--- config.mk ---
export PLATFORM = sky130hd
export DESIGN_NAME = vendor_ctrl
export DESIGN_NICKNAME = d
export VERILOG_FILES = /design/src/rtl/vendor_ctrl.sv
export SDC_FILE = /design/constraint.sdc
export NUM_CORES = 1
export LEC_CHECK = 0
export ABC_CLOCK_PERIOD_IN_PS = 6900
export CORE_MARGIN = 2
export CORE_UTILIZATION = 25
export DETAILED_ROUTE_END_ITERATION = 8
export GPL_TIMING_DRIVEN = 1
export HOLD_SLACK_MARGIN = 0.1
export PLACE_DENSITY = 0.55
export SYNTH_ARGS = -nofsm -noshare
export SYNTH_HDL_FRONTEND = slang
export SYNTH_SLANG_ARGS = --single-unit
--- constraint.sdc ---
create_clock -name CLOCK_50 -period 6.9 [get_ports CLOCK_50]
set_input_delay 1.725 -clock CLOCK_50 [delete_from_list [all_inputs] [get_ports CLOCK_50]]
set_output_delay 1.725 -clock CLOCK_50 [all_outputs]
set_load 0.005 [all_outputs]
--- src/rtl/vendor_ctrl.sv ---
// vendor_ctrl: parametrised NUM_ITEMS-product vending controller.
// It keeps a price table and a stock counter for each item, and rejects coins
// that would overflow the MW-bit total. Change and refunds are paid out as a
// stream of single coins, one per cycle: 10 jiao, 5 jiao or 1 jiao.
// Optional feature: define VENDOR_TIMEOUT_EN to auto-refund when PAY has seen
// no accepted coin for TIMEOUT_CYCLES cycles.
module vendor_ctrl #(
    parameter int                      NUM_ITEMS      = 4,
    parameter int                      MW             = 7,
    parameter logic [NUM_ITEMS*MW-1:0] PRICE_TABLE    = {7'd25, 7'd20, 7'd14, 7'd10},
    parameter int                      SW_W           = 4,
    parameter int                      INIT_STOCK     = 5,
    parameter int                      TIMEOUT_CYCLES = 500_000_000
) (
    input  logic                 CLOCK_50,
    input  logic                 KEY,
    input  logic [NUM_ITEMS-1:0] sel,
    input  logic [2:0]           coin_in,
    input  logic                 confirm,
    input  logic                 cancel,
    input  logic                 restock,
    output logic [2:0]           state,
    output logic [MW-1:0]        price,
    output logic [MW-1:0]        total,
    output logic [MW-1:0]        change_left,
    output logic [NUM_ITEMS-1:0] item_out,
    output logic [2:0]           coin_out,
    output logic                 coin_reject,
    output logic [NUM_ITEMS-1:0] sold_out,
    output logic                 pay_ok
);
    localparam int IW = (NUM_ITEMS > 1) ? $clog2(NUM_ITEMS) : 1;
    // Extra headroom so that total + 16 can be compared without wrapping.
    localparam int XW = MW + 5;
    localparam logic [XW-1:0] MAX_TOTAL = XW'((1 << MW) - 1);

    localparam logic [2:0] S_IDLE   = 3'd1;
    localparam logic [2:0] S_PAY    = 3'd2;
    localparam logic [2:0] S_READY  = 3'd3;
    localparam logic [2:0] S_VEND   = 3'd4;
    localparam logic [2:0] S_REFUND = 3'd5;
    localparam logic [2:0] S_CHANGE = 3'd6;

    logic [2:0]           r_state;
    logic [MW-1:0]        r_price;
    logic [MW-1:0]        r_total;
    logic [MW-1:0]        r_change_left;
    logic [IW-1:0]        r_idx;
    logic [NUM_ITEMS-1:0] r_item_out;
    logic [2:0]           r_coin_out;
    logic                 r_coin_reject;
    logic                 r_pay_ok;

    logic [MW-1:0]        w_price_tab [NUM_ITEMS];
    logic [NUM_ITEMS-1:0] w_in_stock;
    logic [4:0]           w_coin_sum;
    logic [XW-1:0]        w_total_sum;
    logic                 w_coin_state;
    logic                 w_overflow;
    logic                 w_coin_accept;
    logic                 w_coin_reject;
    logic [MW-1:0]        w_total_acc;
    logic                 w_sel_hit;
    logic [IW-1:0]        w_sel_idx;
    logic [2:0]           w_pay_coin;
    logic [MW-1:0]        w_pay_val;
    logic                 w_timeout;
    logic                 w_restock;
    logic                 w_vend;

    logic [2:0]           w_state_next;
    logic [MW-1:0]        w_price_next;
    logic [MW-1:0]        w_total_next;
    logic [MW-1:0]        w_change_next;
    logic [IW-1:0]        w_idx_next;
    logic [NUM_ITEMS-1:0] w_item_next;
    logic [2:0]           w_coin_out_next;

    assign w_restock = (r_state == S_IDLE) && restock;

    // Per-item price lookup, stock counter and sold-out flag.
    genvar gi;
    generate
        for (gi = 0; gi < NUM_ITEMS; gi++) begin : g_item
            logic [SW_W-1:0] r_stock;

            assign w_price_tab[gi] = PRICE_TABLE[gi*MW +: MW];
            assign w_in_stock[gi]  = (r_stock != '0);
            assign sold_out[gi]    = ~w_in_stock[gi];

            // Stock: reload on restock in IDLE, decrement when this item vends.
            always_ff @(posedge CLOCK_50 or negedge KEY) begin
                if (!KEY) begin
                    r_stock <= SW_W'(INIT_STOCK);
                end else if (w_restock) begin
                    r_stock <= SW_W'(INIT_STOCK);
                end else if (w_vend && (r_idx == IW'(gi)) && (r_stock != '0)) begin
                    r_stock <= r_stock - 1'b1;
                end
            end
        end
    endgenerate

    // Coin acceptance: coins are summed, and the whole sum is rejected on overflow or outside PAY/READY.
    assign w_coin_sum    = (coin_in[0] ? 5'd1 : 5'd0) + (coin_in[1] ? 5'd5 : 5'd0)
                         + (coin_in[2] ? 5'd10 : 5'd0);
    assign w_total_sum   = XW'(r_total) + XW'(w_coin_sum);
    assign w_coin_state  = (r_state == S_PAY) || (r_state == S_READY);
    assign w_overflow    = (w_total_sum > MAX_TOTAL);
    assign w_coin_accept = w_coin_state && (|coin_in) && !w_overflow;
    assign w_coin_reject = (|coin_in) && (!w_coin_state || w_overflow);
    assign w_total_acc   = w_coin_accept ? w_total_sum[MW-1:0] : r_total;

    // Product select: the lowest-index in-stock pulse wins.
    always_comb begin
        w_sel_hit = 1'b0;
        w_sel_idx = '0;
        for (int i = NUM_ITEMS - 1; i >= 0; i--) begin
            if (sel[i] && w_in_stock[i]) begin
                w_sel_hit = 1'b1;
                w_sel_idx = IW'(i);
            end
        end
    end

    // Greedy payout: pick the largest coin that does not exceed the amount still owed.
    always_comb begin
        w_pay_coin = 3'b000;
        w_pay_val  = '0;
        if (XW'(r_change_left) >= XW'(10)) begin
            w_pay_coin = 3'b100;
            w_pay_val  = MW'(10);
        end else if (XW'(r_change_left) >= XW'(5)) begin
            w_pay_coin = 3'b010;
            w_pay_val  = MW'(5);
        end else if (r_change_left != '0) begin
            w_pay_coin = 3'b001;
            w_pay_val  = MW'(1);
        end
    end

`ifdef VENDOR_TIMEOUT_EN
    localparam int TW = $clog2(TIMEOUT_CYCLES + 1);
    logic [TW-1:0] r_to_cnt;

    // Idle-time counter: held at 0 outside PAY, cleared by every accepted coin.
    always_ff @(posedge CLOCK_50 or negedge KEY) begin
        if (!KEY) begin
            r_to_cnt <= '0;
        end else if ((r_state != S_PAY) || w_coin_accept) begin
            r_to_cnt <= '0;
        end else if (!w_timeout) begin
            r_to_cnt <= r_to_cnt + 1'b1;
        end
    end

    assign w_timeout = (r_state == S_PAY) && !w_coin_accept
                     && (r_to_cnt == TW'(TIMEOUT_CYCLES - 1));
`else
    // No timeout hardware. This folds to 0 for any legal TIMEOUT_CYCLES.
    assign w_timeout = (TIMEOUT_CYCLES < 0);
`endif

    // Next-state and datapath decisions for the vending sequence.
    always_comb begin
        w_state_next    = r_state;
        w_price_next    = r_price;
        w_total_next    = r_total;
        w_change_next   = r_change_left;
        w_idx_next      = r_idx;
        w_item_next     = '0;
        w_coin_out_next = 3'b000;
        w_vend          = 1'b0;
        case (r_state)
            S_IDLE: begin
                w_total_next  = '0;
                w_change_next = '0;
                if (w_sel_hit) begin
                    w_state_next = S_PAY;
                    w_price_next = w_price_tab[w_sel_idx];
                    w_idx_next   = w_sel_idx;
                end
            end
            S_PAY: begin
                w_total_next = w_total_acc;
                if (cancel || w_timeout) begin
                    w_state_next  = S_REFUND;
                    w_change_next = w_total_acc;
                end else if (w_total_acc >= r_price) begin
                    w_state_next = S_READY;
                end
            end
            S_READY: begin
                w_total_next = w_total_acc;
                if (cancel) begin
                    w_state_next  = S_REFUND;
                    w_change_next = w_total_acc;
                end else if (confirm) begin
                    w_state_next       = S_VEND;
                    w_change_next      = w_total_acc - r_price;
                    w_item_next[r_idx] = 1'b1;
                    w_vend             = 1'b1;
                end
            end
            S_VEND, S_REFUND: begin
                w_state_next    = S_CHANGE;
                w_coin_out_next = w_pay_coin;
                w_change_next   = r_change_left - w_pay_val;
            end
            S_CHANGE: begin
                if (r_change_left == '0) begin
                    w_state_next = S_IDLE;
                    w_total_next = '0;
                    w_price_next = '0;
                end else begin
                    w_coin_out_next = w_pay_coin;
                    w_change_next   = r_change_left - w_pay_val;
                end
            end
            default: begin
                w_state_next  = S_IDLE;
                w_total_next  = '0;
                w_price_next  = '0;
                w_change_next = '0;
            end
        endcase
    end

    // Registered state and outputs.
    always_ff @(posedge CLOCK_50 or negedge KEY) begin
        if (!KEY) begin
            r_state       <= S_IDLE;
            r_price       <= '0;
            r_total       <= '0;
            r_change_left <= '0;
            r_idx         <= '0;
            r_item_out    <= '0;
            r_coin_out    <= 3'b000;
            r_coin_reject <= 1'b0;
            r_pay_ok      <= 1'b0;
        end else begin
            r_state       <= w_state_next;
            r_price       <= w_price_next;
            r_total       <= w_total_next;
            r_change_left <= w_change_next;
            r_idx         <= w_idx_next;
            r_item_out    <= w_item_next;
            r_coin_out    <= w_coin_out_next;
            r_coin_reject <= w_coin_reject;
            r_pay_ok      <= (w_state_next == S_READY);
        end
    end

    assign state       = r_state;
    assign price       = r_price;
    assign total       = r_total;
    assign change_left = r_change_left;
    assign item_out    = r_item_out;
    assign coin_out    = r_coin_out;
    assign coin_reject = r_coin_reject;
    assign pay_ok      = r_pay_ok;

endmodule

==> Yosys cells after proc, flatten, opt, wreduce, memory -nomap -nowiden <==
Cells that the tools add are included.
{ "classes": {"add_sub_neg": 9, "order_cmp": 7, "eq_ne": 15, "n_mux": 55, "bitwise_logic": 7, "reduce_logical": 40} }
{ "op_table": {"columns": ["op", "count"], "rows": [
  ["2-to-1 mux 7 bit", 9],
  ["2-to-1 mux 4 bit", 13],
  ["case mux 7 bit (3 select lines)", 2],
  ["2-to-1 mux 3 bit", 10],
  ["case mux 7 bit (4 select lines)", 1],
  ["logical AND 1 bit", 17],
  ["nonzero test 4 bit", 4],
  ["subtractor 4 x 1 -> 4 bit (second input constant)", 4],
  ["case mux 3 bit (5 select lines)", 1],
  ["binary-select mux 7 bit (select 2 bit)", 1],
  ["subtractor 7 bit", 2],
  ["2-to-1 mux 1 bit", 11],
  ["2-to-1 mux 2 bit", 5],
  ["equality test 3 x 2 -> 1 bit (second input constant)", 3],
  ["equality test 3 bit (second input constant)", 3],
  ["adder 7 x 5 -> 8 bit", 1],
  ["> comparator 8 x 7 -> 1 bit (second input constant)", 1],
  ["!= test 2 bit (second input constant)", 4],
  ["nonzero test 2 bit", 4],
  ["greater-or-equal comparator 7 x 3 -> 1 bit (second input constant)", 1],
  ["greater-or-equal comparator 7 x 4 -> 1 bit (second input constant)", 1],
  ["greater-or-equal comparator 7 bit", 1],
  ["logical NOT 7 bit", 1],
  ["nonzero test 7 bit", 1],
  ["21 further kinds", 32]
]} }
{ "totals": {"reg_bits": 51, "out_inout_bits": 37} }

==> Logic depth before layout (Yosys ltp) <==
Gate-level depths: netlist of run 1.
{ "logic_depth": {"depth_word": 13, "ltp_mapped": 15, "ltp_nobuf": 14} }

==> Worst setup path before layout of run 1 <==
OpenSTA, ideal clock, no wires.
{ "synth_timing": {"kind": "input-to-reg", "from": "input coin_in[0]", "to": "register r_change_left[6] (netlist: change_left[6])", "setup_time_ps": 132, "arrival_time_ps": 4605, "t_required_ps": 6768, "setup_slack_ps": 2163, "stages": 13, "n_path_buf": 0, "path_cell_list": "fa_1 > a211oi_4 > o21ai_4 > a311oi_4 > mux2i_1 > inv_1 > ha_1 > nor2b_1 > o21ai_0 > a21boi_0 > nor4b_1 > xnor2_1 > o211ai_1"} }
{ "synth_between": {"elab_chain_len": 12} }
{ "synth_rtl": {"columns": ["element", "line_no", "source"], "rows": [
  ["start: declaration", "18", "input logic [2:0] coin_in,"],
  ["2-to-1 mux 1 bit", "105", "assign w_coin_sum = (coin_in[0] ? 5'd1 : 5'd0) + (coin_in[1] ? 5'd5 : 5'd0)"],
  ["adder 1 x 3 -> 4 bit", "105", null],
  ["adder 4 x 4 -> 5 bit", "106", "+ (coin_in[2] ? 5'd10 : 5'd0);"],
  ["adder 7 x 5 -> 8 bit", "107", "assign w_total_sum = XW'(r_total) + XW'(w_coin_sum);"],
  ["> comparator 8 x 7 -> 1 bit", "109", "assign w_overflow = (w_total_sum > MAX_TOTAL);"],
  ["logical NOT 1 bit", "110", "assign w_coin_accept = w_coin_state && (|coin_in) && !w_overflow;"],
  ["logical AND 1 bit", "110", null],
  ["2-to-1 mux 7 bit *", "112", "assign w_total_acc = w_coin_accept ? w_total_sum[MW-1:0] : r_total;"],
  ["subtractor 7 bit", "200", "w_change_next = w_total_acc - r_price;"],
  ["2-to-1 mux 7 bit", "198", "end else if (confirm) begin"],
  ["2-to-1 mux 7 bit", "195", "if (cancel) begin"],
  ["case mux 7 bit (4 select lines) *", "174", "case (r_state)"],
  ["end signal: assignment", "245", "r_change_left <= w_change_next;"],
  ["end: declaration", "47", "logic [MW-1:0] r_change_left;"]
]} }
Mark *: on every way between the ends. The rest lies on a longest branch, timed or not. The select of a mux whose other input is x is not followed.
A chain may end at the register's enable or synchronous reset.

==> Final worst setup path of run 1 <==
{ "layout_timing": {"from": "input coin_in[1]", "to": "register r_change_left[6] (netlist: change_left[6])"} }
{ "layout_between": {"elab_chain_len": 12} }
{ "layout_rtl": {"columns": ["element", "line_no"], "rows": [
  ["2-to-1 mux 3 bit", "105"],
  ["adder 1 x 3 -> 4 bit", "105"],
  ["adder 4 x 4 -> 5 bit", "106"],
  ["adder 7 x 5 -> 8 bit", "107"],
  ["> comparator 8 x 7 -> 1 bit", "109"],
  ["logical NOT 1 bit", "110"],
  ["logical AND 1 bit", "110"],
  ["2-to-1 mux 7 bit *", "112"],
  ["subtractor 7 bit", "200"],
  ["2-to-1 mux 7 bit", "198"],
  ["2-to-1 mux 7 bit", "195"],
  ["case mux 7 bit (4 select lines) *", "174"]
]} }
Marks and branches as above.

==> results of run 1 <==
-- per-layer routing --
| layer | routed length (µm) | GRT usage (%) |
|---|---|---|
| met3 | 424 | 2.92 |
| met1 | 4070 | 17.1 |
| met4 | 116 | 4.39 |
| met2 | 3910 | 20.2 |
| met5 | 0 | 0 |
-- report_power, final --
group / internal (µW) / switching, µW / leakage (µW)
Combinational: 287 / 351 / 0.00101
Clock: 207 / 114 / 0.0000938
Sequential: 344 / 64.7 / 0.000638
-- placed cells by master (no fill, tap or decap), drive strengths merged, types with 4 or more instances in the layout --
| master | instances |
|---|---|
| nor3 | 11 |
| nand2b | 8 |
| a21o | 4 |
| mux2i | 5 |
| inv | 37 |
| ha | 21 |
| nand3 | 14 |
| o21a | 4 |
| clkdlybuf4s50 | 45 |
| or3b | 4 |
| or3 | 6 |
| nand4b | 5 |
| clkbuf | 5 |
| nand2 | 36 |
| xnor2 | 11 |
| nor4 | 4 |
| nor2b | 9 |
| a21oi | 21 |
| dfstp | 9 |
| fa | 4 |
| o211ai | 4 |
| o21ai | 26 |
| nor2 | 34 |
| dfrtp | 40 |
-- logic make-up after synthesis --
family                     Yosys count
and+or+nand+nor                    147
AOI/OAI and AO/OA                   82
DFF                                 49
buffers and inverters               47
adders and majority gates           25
xor gates and xnor gates            13
muxes                                7
other                                1
-- Yosys cell counts, drive strengths merged, types with 2 or more instances --
cell,n,area (µm²)
and2,2,12.5
nand4b,5,43.8
o31ai,3,22.5
o21ai,26,141
or2,2,12.5
a21o,4,30.0
fa,4,80.1
inv,37,139
nand2,36,135
nand2b,8,50.1
xor2,2,17.5
a21oi,21,105
or3,6,37.5
mux2,2,22.5
a32oi,2,17.5
o21a,4,30.0
nor2b,9,56.3
ha,21,263
nand3,14,70.1
or3b,4,35.0
clkbuf,6,22.5
nor2,34,128
a2111oi,3,46.3
a22o,2,17.5
buf,4,25.0
nor4b,2,23.8
dfstp,9,236
mux2i,5,53.8
xnor2,11,96.3
nor4,4,25.0
a31oi,2,12.5
nor3,11,55.1
o211ai,4,35.0
a211oi,3,35.0
nand3b,2,15.0
dfrtp,40,1000
and3,2,12.5
-- through the flow --
step                std cells  total power, µW  cell area (µm²)  hold slack, ns
floorplan                 372              839             3310           0.473
global placement          585             1040             3950           0.485
global route              593             1490             4140           0.528
finish                    593             1370             4140           0.505
detailed placement        585             1050             3950           0.499
CTS                       593             1380             4140           0.510
-- worst max-delay path by stage --
stage / startpoint / endpoint / slack, ns / cells after the start
floorplan: coin_in[0] / change_left[6] / 2.16 / 13
global placement: coin_in[0] / change_left[6] / 1.47 / 14
detailed placement: coin_in[1] / change_left[6] / 1.36 / 14
CTS: coin_in[1] / change_left[6] / 1.64 / 14
global route: coin_in[1] / change_left[6] / 1.28 / 14
finish: coin_in[1] / change_left[6] / 1.62 / 14
-- worst max-delay path: stages --
cell	delay, ns
sky130_fd_sc_hd__clkdlybuf4s50_1	0.48
sky130_fd_sc_hd__fa_1	0.50
sky130_fd_sc_hd__a211oi_4	0.35
sky130_fd_sc_hd__o21ai_4	0.13
sky130_fd_sc_hd__a311oi_4	0.45
sky130_fd_sc_hd__mux2i_1	0.33
sky130_fd_sc_hd__inv_1	0.08
sky130_fd_sc_hd__ha_1	0.33
sky130_fd_sc_hd__nor2b_1	0.15
sky130_fd_sc_hd__o21ai_0	0.20
sky130_fd_sc_hd__a21boi_0	0.15
sky130_fd_sc_hd__nor4b_1	0.32
sky130_fd_sc_hd__xnor2_1	0.16
sky130_fd_sc_hd__o211ai_1	0.10
-- registers in the layout, indices dropped and copies added (netlist names) --
name / cells
pay_ok: 1
total: 7
price: 5
coin_reject: 1
g_item.r_stock: 16
coin_out: 3
state: 3
change_left: 7
r_idx: 2
item_out: 4
-- area by class of cell --
cell class | instances | area, µm²
sequential | 49 | 1240
timing repair buffer | 47 | 463
multi-input combinational | 276 | 1890
inverter | 37 | 139
clock buffer | 5 | 125
fill | 1353 | 8950
clock inverter | 3 | 65.1
tap | 176 | 220
==> results.md, run 1 <==
* Setup Buffers After CTS at 0
* Worst Skew at 0.00747 ns
* Transition time at the pin with the least slew margin at 0.818 ns
* FP Rows at 42
* Beginning of the worst register-to-register path: total[0]
* Final worst-path cycle share at 76.5%
* Total Routed Length at 8530 µm
* Setup TNS at 0 ns
* Reg2reg end: change_left[6]
* Largest family of logic cells by synthesized area: simple AND/OR/NAND/NOR gates
* TritonCTS clock tree: built
* Number of search-and-repair iterations in the first detailed-routing pass at 4
* Layout net count at 453
* Hold Crit Class: flop to flop
* Slew Viols, Final at 0
* P_leak at 0.00174 µW
* Worst-skew pair later-pin latency at 0.30 ns
* EDFF count, synth at 0
* Chip Height at 119 µm
* Initial antenna violation count at 0
* Fmax at 190 MHz
* Average instance area after synthesis at 8.91 µm²
* Horizontal extent of the die at 119 µm
* Final HPWL from detailed placement at 6430 µm
* Total Routing Usage GR at 12.8%
* Hold depth at 2
* Core area at 0.0131 mm²
* Worst Path Arrival at 5.45 ns
* Maximum fanout count along the critical path at 6
* Number of warnings printed during yosys synthesis at 0
* Category of the critical setup timing path: input port to flop
* Post-synthesis share of cell area spent on xor and xnor gates at 3.44%
* Multiplexer share of the synthesized area at 2.31%
* Remaining design rule violation count at 0
* Hold EP: g_item[1].r_stock[2]
* Final worst setup slack at 1.62 ns
* Count of input and output buffers at 46
* Mapped cell area at 0.00331 mm²
* Total number of vias at 2820
* Fraction of the yosys area taken by sequential cells at 37.4%
* Number of cells on the worst reg-to-reg path at 13
* Most used flip-flop cell after synthesis: sky130_fd_sc_hd__dfrtp_1
* Peak supply drop at 102 µV
* WL/cell at 14.4 µm
* Post-Synth Adder-Cell Area at 10.4%
* Power density over the cells at 331 mW/mm²
* Quantity of hold-fixing buffers added after cts at 0
* Sort of element at the end of the critical path: flop
* Hold_sp: g_item[1].r_stock[2]
* Per-cell via count in the routed design at 4.76
* Diode count at 0
* FF+latch count, synth at 49
* Wire length of the first global-routing pass at 14400 µm
* Worst endpoint required time at 7.08 ns
* Final Setup Violations at 0
* Fraction of the mapped netlist area in compound gates at 17.5%
* Post-Synth Simple-Gate Area at 23.2%
* Post-layout utilization of the core at 31.6%
* CTS Root Buffer Type: sky130_fd_sc_hd__clkbuf_16
* Number of placed I/O pins at 49
* Number of distinct library cells after synthesis at 62
* Crit path launch type: input port
* Post-route antenna net violation count at 0
* CTS HTree Levels at 2
* Buffer depth of the longest clock path at 2
* Worst slew slack as a fraction of its limit at 45.3%
* Unrepaired setup endpoints after global routing: no
* R2r setup slk at 3.16 ns
* Number of violations reported at the end of detailed-routing iteration 0 at 252
* Final Critical Period at 5.28 ns
* Number of gates resized after CTS at 0
* Synthesis-to-finish area growth at 25.1%
* Starting density of the core at 25.3%
* Outcome: finished clean
* Final RePlAce weighted congestion at 0.906
* Proportion of synthesized flip-flops having asynchronous set or reset at 100%
* Number of global-route vias before repair at 2886
* Mapped Cells at 371
* Maximum number of pins on one net before global-route repair at 50
* MaxCap Viol Count at 0
* Post-place setup slack at 1.36 ns
* GRT Residual Overflow at 0
* Final hold violations at 0
* Fraction of final layout cells sized beyond drive strength 1 at 7.43%
* Number of buffers added by the clock tree synthesis step at 5
* Clock net sink count at 49
* Total die area at 0.0142 mm²
* Clock-pin slew on the worst setup and hold paths at 0.07 ns
Note: power is estimated with default switching activity, not from simulation.
==> inputs of run 2 (changes only) <==
--- a/config.mk
+++ b/config.mk
@@ -5,13 +5,13 @@
 export SDC_FILE = /design/constraint.sdc
 export NUM_CORES = 1
 export LEC_CHECK = 0
-export ABC_CLOCK_PERIOD_IN_PS = 6900
+export ABC_CLOCK_PERIOD_IN_PS = 4600
 export CORE_MARGIN = 2
 export CORE_UTILIZATION = 25
 export DETAILED_ROUTE_END_ITERATION = 8
 export GPL_TIMING_DRIVEN = 1
 export HOLD_SLACK_MARGIN = 0.1
-export PLACE_DENSITY = 0.55
+export PLACE_DENSITY = 0.56
 export SYNTH_ARGS = -nofsm -noshare
 export SYNTH_HDL_FRONTEND = slang
 export SYNTH_SLANG_ARGS = --single-unit
==> constraint.sdc (replaced) <==
create_clock -name CLOCK_50 -period 4.6 [get_ports CLOCK_50]
set_input_delay 1.15 -clock CLOCK_50 [delete_from_list [all_inputs] [get_ports CLOCK_50]]
set_output_delay 1.15 -clock CLOCK_50 [all_outputs]
set_load 0.005 [all_outputs]
==> run 2 against run 1 <==
Against the previous run: clock-buffer cell count up 2; register-to-register slack worse by 2.0 ns; critical path depth rose by 1; non-clock buffer count is 18 higher; die area unchanged; largest power group unchanged; highest routed layer unchanged.
==> results.md, run 2 (same netlist as run 1, synthesis figures left out) <==
* FP Rows at 42 (unchanged)
* Final Setup Violations at 0 (unchanged)
* Post-place setup slack at -0.202 ns (-1.56 ns)
* Final worst-path cycle share at 94.9%
* Total power of the final layout at 2040 µW (+49%)
* Final Critical Period at 4.37 ns
* P_leak at 0.00180 µW (+3.3%)
* Fmax at 229 MHz
* Crit path launch type: input port
* TritonCTS clock tree: built
* Part of the total power dissipated in the clock network at 18.1% (-5.4 points)
* Slew Viols, Final at 0 (unchanged)
* Sort of element at the end of the critical path: flop
* Number of placed I/O pins at 49 (unchanged)
* Register ranked first by flip-flop count: g_item.r_stock
* Horizontal extent of the die at 119 µm (unchanged)
* Highest-count cells in the layout ignoring fill and taps: 45 x sky130_fd_sc_hd__clkdlybuf4s50_1, 40 x sky130_fd_sc_hd__dfrtp_1, 37 x sky130_fd_sc_hd__inv_1
* Worst Path Arrival at 4.50 ns (-0.95 ns)
* Post-route antenna net violation count at 0 (unchanged)
* Number of buffers added by the clock tree synthesis step at 5 (unchanged)
* Combinational share of power at 51.7% (+5.0 points)
* Maximum number of pins on one net before global-route repair at 33 (-34%)
* Final hold violations at 0 (unchanged)
* Final RePlAce weighted congestion at 0.897 (-1.0%)
* GRT Residual Overflow at 0 (unchanged)
* Per-cell via count in the routed design at 4.80 (+0.94%)
* Commonest non-fill, non-tap cell in the layout: sky130_fd_sc_hd__clkdlybuf4s50_1
* Clock net sink count at 49 (unchanged)
* Count of input and output buffers at 46 (unchanged)
* Buffer depth of the longest clock path at 2 (unchanged)
* Transition time at the pin with the least slew margin at 0.808 ns (-0.00986 ns)
* Layout net count at 471 (+4.0%)
* Final HPWL from detailed placement at 6740 µm (+4.8%)
* Peak supply drop at 141 µV (+38%)
* Worst endpoint required time at 4.74 ns (-2.34 ns)
* Final worst setup slack at 0.232 ns (-1.39 ns)
* Starting density of the core at 25.3% (unchanged)
* Unrepaired setup endpoints after global routing: no
* WL/cell at 14.3 µm (-0.52%)
* Category of the critical setup timing path: input port to flop
* Total Routed Length at 8740 µm (+2.5%)
* Diode count at 0 (unchanged)
* Number of flip-flops under the largest register name at 16 (unchanged)
* Hold Crit Class: flop to flop
* Int Pwr at 1220 µW (+45%)
* Core area at 0.0131 mm² (unchanged)
* Outcome: finished clean
* Worst Skew at 0.00511 ns (-0.00236 ns)
* Total Routing Usage GR at 12.7% (-0.058 points)
* Wire length of the first global-routing pass at 14600 µm (+1.0%)
* Worst-skew pair later-pin latency at 0.29 ns (about the same)
* Total number of vias at 2933 (+4.0%)
* Reported net switching power at 820 µW (+55%)
* Number of violations reported at the end of detailed-routing iteration 0 at 164 (-35%)
* Maximum fanout count along the critical path at 5 (-1)
* CTS HTree Levels at 2 (unchanged)
* Clock-pin slew on the worst setup and hold paths at 0.06 ns (about the same)
* Number of search-and-repair iterations in the first detailed-routing pass at 4 (unchanged)
* Synthesis-to-finish area growth at 27.9%
* Switching part of the total at 40.3% (+1.6 points)
* Worst slew slack as a fraction of its limit at 46.0% (+0.66 points)
* MaxCap Viol Count at 0 (unchanged)
* Chip Height at 119 µm (unchanged)
* CTS Root Buffer Type: sky130_fd_sc_hd__clkbuf_16
* Remaining design rule violation count at 0 (unchanged)
* Fraction of final layout cells sized beyond drive strength 1 at 11.3% (+3.8 points)
* Total die area at 0.0142 mm² (unchanged)
* Initial antenna violation count at 0 (unchanged)
* Power density over the cells at 481 mW/mm² (+45%)
* Number of global-route vias before repair at 2849 (-1.3%)
* Flop pwr share at 30.2% (+0.3 points)
* Quantity of hold-fixing buffers added after cts at 0 (unchanged)
-- run 2: cell type report --
type                    count  area [µm²]
clock buffers               7         133
clock inverters             1        7.51
fillers                  1342        8860
inverters                  37         139
multi-input cells         276        1890
flip-flops and latches     49        1240
well taps                 176         220
repair buffers             65         598
-- run 2: critical path, cell delays in order --
cell and delay [ns]:
sky130_fd_sc_hd__clkdlybuf4s50_1 0.45, sky130_fd_sc_hd__fa_2 0.44, sky130_fd_sc_hd__a211oi_4 0.33, sky130_fd_sc_hd__o21ai_4 0.10, sky130_fd_sc_hd__a311oi_4 0.34, sky130_fd_sc_hd__nand2_1 0.08, sky130_fd_sc_hd__o21ai_0 0.18, sky130_fd_sc_hd__inv_1 0.09
sky130_fd_sc_hd__ha_1 0.30, sky130_fd_sc_hd__nor2b_1 0.13, sky130_fd_sc_hd__o21a_1 0.18, sky130_fd_sc_hd__o31ai_1 0.30, sky130_fd_sc_hd__nand3_1 0.13, sky130_fd_sc_hd__o21ai_1 0.19, sky130_fd_sc_hd__a2111oi_1 0.10
-- run 2: metrics by stage --
step	utilization, %	TNS [ns]	hold WS, ns	cells	instance area (µm²)
final	32.3	0	0.509	611	4230
after CTS	32.2	0	0.506	610	4210
after detailed placement	31.1	-0.822	0.496	602	4070
after global placement	31.1	-0.249	0.486	602	4070
after floorplan	-	0	0.473	372	3310
after global routing	32.3	0	0.517	611	4230
-- run 2: power by group through the flow --
| stage | sequential (µW) | clock (µW) | combinational (µW) |
|---|---|---|---|
| 2_1_floorplan | 589 | 0 | 670 |
| 3_3_place_gp | 619 | 0 | 1020 |
| 3_5_place_dp | 621 | 0 | 1030 |
| 4_1_cts | 615 | 377 | 1040 |
| 5_1_grt | 631 | 390 | 1170 |
| 6_report | 615 | 368 | 1050 |
-- run 2: worst paths after layout --
| path | start | endpoint | slack, ns | depth (start not counted) |
|---|---|---|---|---|
| min | g_item[0].r_stock[2] | g_item[0].r_stock[2] | 0.51 | 2 |
| max | coin_in[0] | pay_ok | 0.23 | 15 |
| min in group asynchronous | KEY | g_item[1].r_stock[3] | 0.78 | 1 |
| max reg2reg | total[0] | pay_ok | 1.16 | 14 |
| max in group asynchronous | KEY | state[0] | 3.02 | 2 |
| min reg2reg | g_item[0].r_stock[2] | g_item[0].r_stock[2] | 0.51 | 2 |
-- run 2: repair_timing --
item / in CTS / in global routing
resized for setup: 0 / 2
buffers inserted: 0 / 1
endpoints found under the setup margin: 0 / 4
-- run 2: metal layers --
metal	up-vias	wire length (µm)	global-route usage (%)
met4	0	61	2.23
met1	1434	4250	18.2
met2	67	4080	20.2
met3	7	340	2.35
li1	1425	-	-
met5	-	0	0
